$ cat src/rtl/adc_capture_pkg.sv
`default_nettype none
// +----------------------------------------------------------------------+
// | adc_capture_pkg: shared types, defaults and length helper for the    |
// | ADC capture channel.                                                 |
// | Revision: 1.0                                                        |
// +----------------------------------------------------------------------+
package adc_capture_pkg;

  localparam int DEF_DATA_W = 12;
  localparam int DEF_ADDR_W = 10;
  localparam int STATE_W    = 2;

  typedef enum logic [STATE_W-1:0] {
    ST_IDLE    = 2'd0,
    ST_ARMED   = 2'd1,
    ST_CAPTURE = 2'd2,
    ST_DONE    = 2'd3
  } state_e;

  // A length of zero or anything beyond the RAM depth means "fill the RAM".
  function automatic logic [31:0] eff_len(input logic [31:0] cfg_len, input int addr_w);
    logic [31:0] depth;
    depth = 32'd1 << addr_w;
    if (cfg_len == 32'd0 || cfg_len > depth) begin
      return depth;
    end
    return cfg_len;
  endfunction

endpackage
`default_nettype wire

$ cat src/rtl/adc_trig_edge.sv
`default_nettype none
// +----------------------------------------------------------------------+
// | adc_trig_edge: rising-edge detect on the external trigger, merged    |
// | with the software trigger pulse.                                     |
// | Revision: 1.0                                                        |
// +----------------------------------------------------------------------+
module adc_trig_edge (
  input  logic clk,
  input  logic rst_n,
  input  logic trig_ext,
  input  logic trig_sw,
  output logic trig_evt
);

  logic trig_ext_d_q;
  logic trig_ext_d_d;

  // Tracked in every state so a level already high at arm time never fires.
  always_comb begin
    trig_ext_d_d = trig_ext;
  end

  always_ff @(posedge clk or negedge rst_n) begin
    if (!rst_n) begin
      trig_ext_d_q <= 1'b0;
    end else begin
      trig_ext_d_q <= trig_ext_d_d;
    end
  end

  assign trig_evt = (trig_ext & ~trig_ext_d_q) | trig_sw;

endmodule
`default_nettype wire

$ cat src/rtl/adc_capture_ctrl.sv
`default_nettype none
// +----------------------------------------------------------------------+
// | adc_capture_ctrl: arm / trigger / capture sequencer writing a        |
// | programmed number of ADC samples into the capture RAM.               |
// | Revision: 1.0                                                        |
// +----------------------------------------------------------------------+
module adc_capture_ctrl
  import adc_capture_pkg::*;
#(
  parameter int DATA_W = DEF_DATA_W,
  parameter int ADDR_W = DEF_ADDR_W
) (
  input  logic              clk,
  input  logic              rst_n,
  input  logic [ADDR_W:0]   cfg_len,
  input  logic              arm,
  input  logic              abort,
  input  logic              done_clr,
  input  logic              trig_ext,
  input  logic              trig_sw,
  input  logic              adc_valid,
  input  logic [DATA_W-1:0] adc_data,
  output logic              mem_wr_en,
  output logic [ADDR_W-1:0] mem_wr_addr,
  output logic [DATA_W-1:0] mem_wr_data,
  output logic              armed,
  output logic              busy,
  output logic              done,
  output logic [ADDR_W:0]   sample_cnt
);

  localparam int LEN_W = ADDR_W + 1;

  state_e            state_q,      state_d;
  logic [LEN_W-1:0]  len_q,        len_d;
  logic [LEN_W-1:0]  sample_cnt_q, sample_cnt_d;
  logic              wr_en_q,      wr_en_d;
  logic [ADDR_W-1:0] wr_addr_q,    wr_addr_d;
  logic [DATA_W-1:0] wr_data_q,    wr_data_d;
  logic              trig_evt;
  logic [LEN_W-1:0]  arm_len;

  adc_trig_edge u_trig_edge (
    .clk      (clk),
    .rst_n    (rst_n),
    .trig_ext (trig_ext),
    .trig_sw  (trig_sw),
    .trig_evt (trig_evt)
  );

  assign arm_len = LEN_W'(eff_len(32'(cfg_len), ADDR_W));

  always_comb begin
    state_d      = state_q;
    len_d        = len_q;
    sample_cnt_d = sample_cnt_q;
    wr_en_d      = 1'b0;
    wr_addr_d    = wr_addr_q;
    wr_data_d    = wr_data_q;

    if (abort) begin
      state_d = ST_IDLE;
    end else begin
      case (state_q)
        ST_IDLE: begin
          if (arm) begin
            state_d      = ST_ARMED;
            len_d        = arm_len;
            sample_cnt_d = '0;
          end
        end
        ST_ARMED: begin
          if (trig_evt) begin
            state_d = ST_CAPTURE;
          end
        end
        ST_CAPTURE: begin
          if (adc_valid) begin
            wr_en_d      = 1'b1;
            wr_addr_d    = sample_cnt_q[ADDR_W-1:0];
            wr_data_d    = adc_data;
            sample_cnt_d = sample_cnt_q + LEN_W'(1);
            if (sample_cnt_q == len_q - LEN_W'(1)) begin
              state_d = ST_DONE;
            end
          end
        end
        ST_DONE: begin
          // A re-arm takes precedence over a simultaneous done_clr.
          if (arm) begin
            state_d      = ST_ARMED;
            len_d        = arm_len;
            sample_cnt_d = '0;
          end else if (done_clr) begin
            state_d = ST_IDLE;
          end
        end
        default: begin
          state_d = ST_IDLE;
        end
      endcase
    end
  end

  always_ff @(posedge clk or negedge rst_n) begin
    if (!rst_n) begin
      state_q      <= ST_IDLE;
      len_q        <= '0;
      sample_cnt_q <= '0;
      wr_en_q      <= 1'b0;
      wr_addr_q    <= '0;
      wr_data_q    <= '0;
    end else begin
      state_q      <= state_d;
      len_q        <= len_d;
      sample_cnt_q <= sample_cnt_d;
      wr_en_q      <= wr_en_d;
      wr_addr_q    <= wr_addr_d;
      wr_data_q    <= wr_data_d;
    end
  end

  assign mem_wr_en   = wr_en_q;
  assign mem_wr_addr = wr_addr_q;
  assign mem_wr_data = wr_data_q;
  assign sample_cnt  = sample_cnt_q;
  assign armed       = (state_q == ST_ARMED);
  assign busy        = (state_q == ST_ARMED) || (state_q == ST_CAPTURE);
  assign done        = (state_q == ST_DONE);

endmodule
`default_nettype wire

$ cat config.mk
export PLATFORM = sky130hd
export DESIGN_NAME = adc_capture_ctrl
export DESIGN_NICKNAME = d
export VERILOG_FILES = /design/src/rtl/adc_capture_pkg.sv /design/src/rtl/adc_trig_edge.sv /design/src/rtl/adc_capture_ctrl.sv
export SDC_FILE = /design/constraint.sdc
export NUM_CORES = 1
export LEC_CHECK = 0
export CAP_MARGIN = 10
export CORE_ASPECT_RATIO = 0.5
export CORE_UTILIZATION = 40
export CTS_BUF_LIST = sky130_fd_sc_hd__clkbuf_2 sky130_fd_sc_hd__clkbuf_4 sky130_fd_sc_hd__clkbuf_8
export DETAILED_ROUTE_END_ITERATION = 10
export PLACE_DENSITY = 0.8
export SETUP_SLACK_MARGIN = 0.1
export SYNTH_ARGS = -nofsm -noshare
export SYNTH_HDL_FRONTEND = slang
export SYNTH_SLANG_ARGS = --single-unit
$ cat constraint.sdc
create_clock -name clk -period 2.24 [get_ports clk]
set_input_delay 0.448 -clock clk [delete_from_list [all_inputs] [get_ports clk]]
set_output_delay 0.448 -clock clk [all_outputs]
set_load 0.01 [all_outputs]
==> flow_metrics.tcl, run 1 <==
set metrics [dict create \
    drc 0 \
    crit_fanout 6 \
    pwr_density_cell_nw_per_um2 1120 \
    grt_usage 0.201 \
    crit_buf_inv 2 \
    cts_root_buf "clkbuf_8" \
    postRouteAntennaNets 0 \
    cts_tree "yes" \
    num_rows 19 \
    cellLeakagePower_nw 1.62 \
    core_area_sq_um 5730 \
    setup.worst_path.end_class "flop" \
    finalHoldViolCount 0 \
    die_w_um 113 \
    grt_pass1_vias 2141 \
    synth_cell_types 43 \
    drive_gt1_frac 0.201 \
    max_slew_margin 0.604 \
    rsz0062_at_grt "true" \
    wl_per_cell_um 14.8 \
    drv_cap 0 \
    intPower_w 0.00254 \
    peakVddDrop_uv 560 \
    start_util 0.434 \
    antenna_cells 0 \
    drt_first_pass_iters 4 \
    required_ns 2.42 \
    grt_pass1_wl_um 10200 \
    critPathArrivalTime_ns 2.30 \
    netlist_area_sq_um 2480 \
    cts_sinks 48 \
    fin_skew_ns 0.00759 \
    num_vias 2204 \
    clkSlewWorstSetupHoldPaths_ns 0.09 \
    clock_path_buffers 2 \
    ios 68 \
    p_clk_frac 0.164 \
    hpwlAfterDp_um 4480 \
    clock.fmax_mhz 472 \
    hp-class "in -> async" \
    status "completed" \
    dp_cells 413 \
    async_flop_share 1.00 \
    cts_made_buffers 5 \
    antenna_found_initial 0 \
    power_frac_seq 0.334 \
    power_frac_comb 0.501 \
    p_sw_w 0.00151 \
    avgSynthCellArea_sq_um 9.66 \
    path_delay_family "simple AND/OR/NAND/NOR gates" \
    critPathKind "reg -> reg" \
    syn_to_final_growth_pct 45.0 \
    p_sw_frac 0.373 \
    drt_iter0_drc 75 \
    start_kind "flop" \
    yosysSeqAreaShare 0.484 \
    clk_latency_ns 0.30 \
    slowest_delay_ns 0.47 \
    htree_levels 2 \
    final_nets 380 \
    place_congestion 0.852 \
    tightest_slew_ns 0.593 \
    die-area_sq_um 6550 \
    cpMostUsedCell "buf_4" \
    totalWireLength_um 6320 \
    ys_seq_elements 48 \
    die_y_um 57.7 \
    synthesis.nets 295 \
    avgViaCountPerCell 5.16 \
    slew_viol_final 0 \
    portBuffers 67 \
    final.min_clock_period_ns 2.12 \
    yosysWarnings 0 \
    setup_viol 0 \
    fin_crit_sh 0.946 \
    crit_chain "ha_4 -> nor2b_4 -> nor4_2 -> buf_4 -> nand4_1 -> buf_4 -> o21ai_0 -> a21oi_2" \
    fin_cells 427 \
    slowest_stage "dfrtp_2" \
    grt_max_degree 49 \
    syn_inst 257 \
    synthFlopType "dfrtp_1" \
    tns_ns 0 \
    synth_edf_count 0 \
    grt-ovfl-total 0 \
]
## cell usage after synthesis, types with 2 or more instances
library cell | n | area, sq um
nand4_1 | 2 | 12.5
nor2b_1 | 5 | 31.3
nand3b_1 | 3 | 22.5
or3_1 | 5 | 31.3
mux2_2 | 10 | 113
and3_1 | 4 | 25.0
clkbuf_1 | 6 | 22.5
nor2_1 | 16 | 60.1
inv_1 | 7 | 26.3
or3b_2 | 2 | 17.5
a211oi_2 | 3 | 37.5
nor3_1 | 5 | 25.0
a21oi_1 | 6 | 30.0
xnor2_1 | 8 | 70.1
a211oi_1 | 2 | 15.0
nand2b_1 | 9 | 56.3
dfrtp_1 | 48 | 1200
nor4_1 | 5 | 31.3
a22o_1 | 3 | 26.3
o21ai_0 | 15 | 75.1
nand3_1 | 3 | 15.0
xor2_1 | 8 | 70.1
ha_1 | 7 | 87.6
mux2i_1 | 2 | 20.0
nand2_1 | 55 | 206
## routing by layer
metal	vias up	wire length, um	GRT usage
li1	1055	-	-
met1	1086	2730	0.254
met2	59	3230	0.351
met3	4	315	0.0450
met4	0	46	0.0583
met5	-	0	0
## flip-flops by register name, summed over array words and instances (netlist names)
name	cells
mem_wr_en	1
u_trig_edge.trig_ext_d_q	1
state_q	2
mem_wr_data	12
len_q	11
mem_wr_addr	10
sample_cnt	11
## path summary, 6_finish.rpt
path	start	end	slack, ns	depth (start not counted)
min	rst_n	len_q[3]$_DFFE_PN0P_	0.23	2
max in group asynchronous	rst_n	state_q[1]$_DFFE_PN0P_	1.59	2
max reg2reg	state_q[1]$_DFFE_PN0P_	sample_cnt[5]$_DFFE_PN0P_	0.12	8
min in group clk	mem_wr_data[10]$_DFFE_PN0P_	mem_wr_data[10]$_DFFE_PN0P_	0.48	2
max	state_q[1]$_DFFE_PN0P_	sample_cnt[5]$_DFFE_PN0P_	0.12	8
min reg2reg	mem_wr_data[10]$_DFFE_PN0P_	mem_wr_data[10]$_DFFE_PN0P_	0.48	2
## logic make-up after synthesis
group,share of synthesized area
and+or+nand+nor,0.243
DFF,0.484
AOI/OAI and AO/OA,0.103
xor gates and xnor gates,0.0564
buffers and inverters,0.0257
muxes,0.0534
adders and majority gates,0.0353
## layout by cell type (no fill, tap or decap), types with 5 or more instances in the layout
cell type	count
buf_4	19
clkbuf_8	6
clkdlybuf4s50_1	65
dfrtp_1	47
inv_1	5
mux2_2	10
nand2_1	55
nand2b_1	9
nor2_1	15
nor3_1	5
o21ai_0	15
xnor2_1	7
xor2_1	8
## power groups by stage
stage          combinational, W  sequential [W]  clock, W
2_1_floorplan           0.00106         0.00136         0
3_3_place_gp            0.00171         0.00133         0
3_5_place_dp            0.00178         0.00135         0
4_1_cts                 0.00181         0.00133  0.000681
5_1_grt                 0.00222         0.00139  0.000720
6_report                0.00203         0.00135  0.000665
## per-stage QoR
| stage | area (sq um) | setup WS [ns] | hold WS, ns | util | power [W] |
|---|---|---|---|---|---|
| floorplan | 2490 | 0.166 | 0.152 | - | 0.00242 |
| global placement | 3320 | 0.105 | 0.460 | 0.580 | 0.00304 |
| detailed placement | 3320 | 0.0327 | 0.466 | 0.580 | 0.00313 |
| CTS | 3450 | 0.0614 | 0.253 | 0.603 | 0.00382 |
| global route | 3600 | 0.0132 | 0.289 | 0.629 | 0.00433 |
| finish | 3600 | 0.121 | 0.229 | 0.629 | 0.00404 |
## layout make-up
type                    instances  area (sq um)
clock inverters                 2          38.8
well taps                      84           105
inverters                       7          28.8
multi-input cells             194          1330
clock buffers                   6          82.6
fillers                       455          2130
flip-flops and latches         48          1200
repair buffers                 86           811
## repair_timing
item / CTS / global route
endpoints found under the setup margin: 7 / 12
pin swaps: 0 / 5
buffers inserted: 1 / 5
endpoints found under the hold margin: 0 / 0
hold buffers: 0 / 0
gates resized for setup: 1 / 24
Power figures use the tool's default switching activity.
==> run 2, diff against run 1 <==
==> constraint.sdc (replaced) <==
create_clock -name clk -period 2.24 [get_ports clk]
set_input_delay 0.224 -clock clk [delete_from_list [all_inputs] [get_ports clk]]
set_output_delay 0.224 -clock clk [all_outputs]
set_load 0.01 [all_outputs]
==> flow_metrics.tcl, run 2 (synthesis gave the netlist of run 1 again) <==
set metrics [dict create \
    drv_cap 0 \
    setup.worst_path.end_class "flop" \
    grt_usage 0.198 \
    die-area_sq_um 6550 \
    hpwlAfterDp_um 4580 \
    syn_to_final_growth_pct 43.0 \
    ios 68 \
    cellLeakagePower_nw 1.59 \
    setup_viol 0 \
    postRouteAntennaNets 0 \
    cts_tree "yes" \
    cpMostUsedCell "a211oi_2" \
    path_delay_family "compound AO/OA/AOI/OAI gates" \
    worstRegToRegCells 6 \
    wl_per_cell_um 14.7 \
    required_ns 2.47 \
    power_frac_seq 0.335 \
    grt_max_degree 24 \
    worstReg2RegStart "len_q[3]$_DFFE_PN0P_" \
    crit_fanout 5 \
    place_congestion 0.861 \
    pwr_density_cell_nw_per_um2 1130 \
    critPathKind "reg -> reg" \
    mostFrequentLayoutCell "clkdlybuf4s50_1" \
    cp-startpoint "len_q[3]$_DFFE_PN0P_" \
    slowest_delay_ns 0.57 \
    finish.instance_area_sq_um 3550 \
    drt_first_pass_iters 4 \
    cts_made_buffers 5 \
    grt_pass1_vias 2180 \
    intPower_w 0.00250 \
    fin_skew_ns 0.00951 \
    start_util 0.434 \
    grt_pass1_wl_um 10100 \
    htree_levels 2 \
    die_w_um 113 \
    layout_common_cells "clkdlybuf4s50_1 (66), nand2_1 (55), dfrtp_1 (48)" \
    clock.fmax_mhz 467 \
    max_slew_margin 0.613 \
    final_nets 379 \
    crit_chain "or4_4 -> o221a_1 -> a211oi_2 -> a22oi_2 -> a31o_2 -> a211oi_2" \
    p_sw_w 0.00150 \
    rrSetupSlack_ns 0.1 \
    power_frac_comb 0.497 \
    p_clk_frac 0.168 \
    r2r-end "state_q[0]$_DFFE_PN0P_" \
    fin_crit_sh 0.957 \
    p_sw_frac 0.376 \
    critPathArrivalTime_ns 2.38 \
    setup_slack_ns 0.0970 \
    num_rows 19 \
    drive_gt1_frac 0.184 \
    drt_iter0_drc 67 \
    finalHoldViolCount 0 \
    clock_path_buffers 2 \
    final.min_clock_period_ns 2.14 \
    peakVddDrop_uv 468 \
    dp_cells 410 \
    drc 0 \
    antenna_found_initial 0 \
    totalWireLength_um 6260 \
    cts_root_buf "clkbuf_8" \
    rsz0062_at_grt "true" \
    core_area_sq_um 5730 \
    hp-class "in -> async" \
    start_kind "flop" \
    place_ws_ns 0.0485 \
    slew_viol_final 0 \
    avgViaCountPerCell 5.12 \
    clkSlewWorstSetupHoldPaths_ns 0.10 \
    num_vias 2180 \
    crit_buf_inv 0 \
    die_y_um 57.7 \
    tns_ns 0 \
    fin_cells 426 \
    whs_ns 0.326 \
    slowest_stage "or4_4" \
    tightest_slew_ns 0.579 \
    status "completed" \
    antenna_cells 0 \
    grt-ovfl-total 0 \
    clk_latency_ns 0.31 \
    largest_register_ffs 12 \
    cts_sinks 48 \
    dpl_cell_area_sq_um 3300 \
    portBuffers 67 \
]
==> run 2: cell types whose count changed in the layout (fill, tap and decap cells not counted), sizes merged <==
cell and change:
dlymetal6s2s -1, dlygate4sd3 +1, clkdlybuf4s50 +1, buf -2
==> run 2: layout make-up <==
cell class / count / area, sq um
Fill cell: 488 / 2180
Multi-Input combinational cell: 194 / 1290
Sequential cell: 48 / 1200
Timing Repair Buffer: 85 / 807
Tap cell: 84 / 105
Clock buffer: 6 / 82.6
Clock inverter: 2 / 38.8
Inverter: 7 / 26.3
==> run 2: through the flow <==
step            util  total power [W]
6_report       0.620          0.00401
4_1_cts        0.603          0.00381
5_1_grt        0.620          0.00428
3_5_place_dp   0.576          0.00313
3_3_place_gp   0.576          0.00303
2_1_floorplan      -          0.00242
==> run 2: worst max path at each step <==
stage / end / depth (start not counted)
CTS: state_q[0]$_DFFE_PN0P_ / 6
detailed placement: sample_cnt[5]$_DFFE_PN0P_ / 8
global route: state_q[0]$_DFFE_PN0P_ / 6
global placement: sample_cnt[5]$_DFFE_PN0P_ / 8
finish: state_q[0]$_DFFE_PN0P_ / 6
floorplan: state_q[0]$_DFFE_PN0P_ / 7
==> run 2: what timing repair did <==
action,CTS,global route
buffers inserted,3,4
hold buffers,1,0
pin swaps,0,10
resized for setup,0,17
endpoints found under the hold margin,12,0
gates cloned,0,0
setup endpoints to repair,4,14
==> run 2: routing by layer <==
layer,up-vias,track usage,wire length [um]
met5,-,0,0
li1,1044,-,-
met1,1062,0.242,2710
met3,11,0.0439,336
met4,0,0.0752,84
met2,63,0.351,3120
==> run 2: power groups by stage <==
stage,Sequential (W),Clock (W),Combinational (W)
finish,0.00134,0.000674,0.00199
global route,0.00138,0.000719,0.00218
CTS,0.00133,0.000684,0.00180
detailed placement,0.00135,0,0.00177
global placement,0.00134,0,0.00169
floorplan,0.00136,0,0.00106
==> run 2: worst reg2reg max path: stages (launching register included) <==
cell and delay (ns):
dfrtp_1 0.41, or4_4 0.57, o221a_1 0.30, a211oi_2 0.19
a22oi_2 0.13, a31o_2 0.30, a211oi_2 0.18
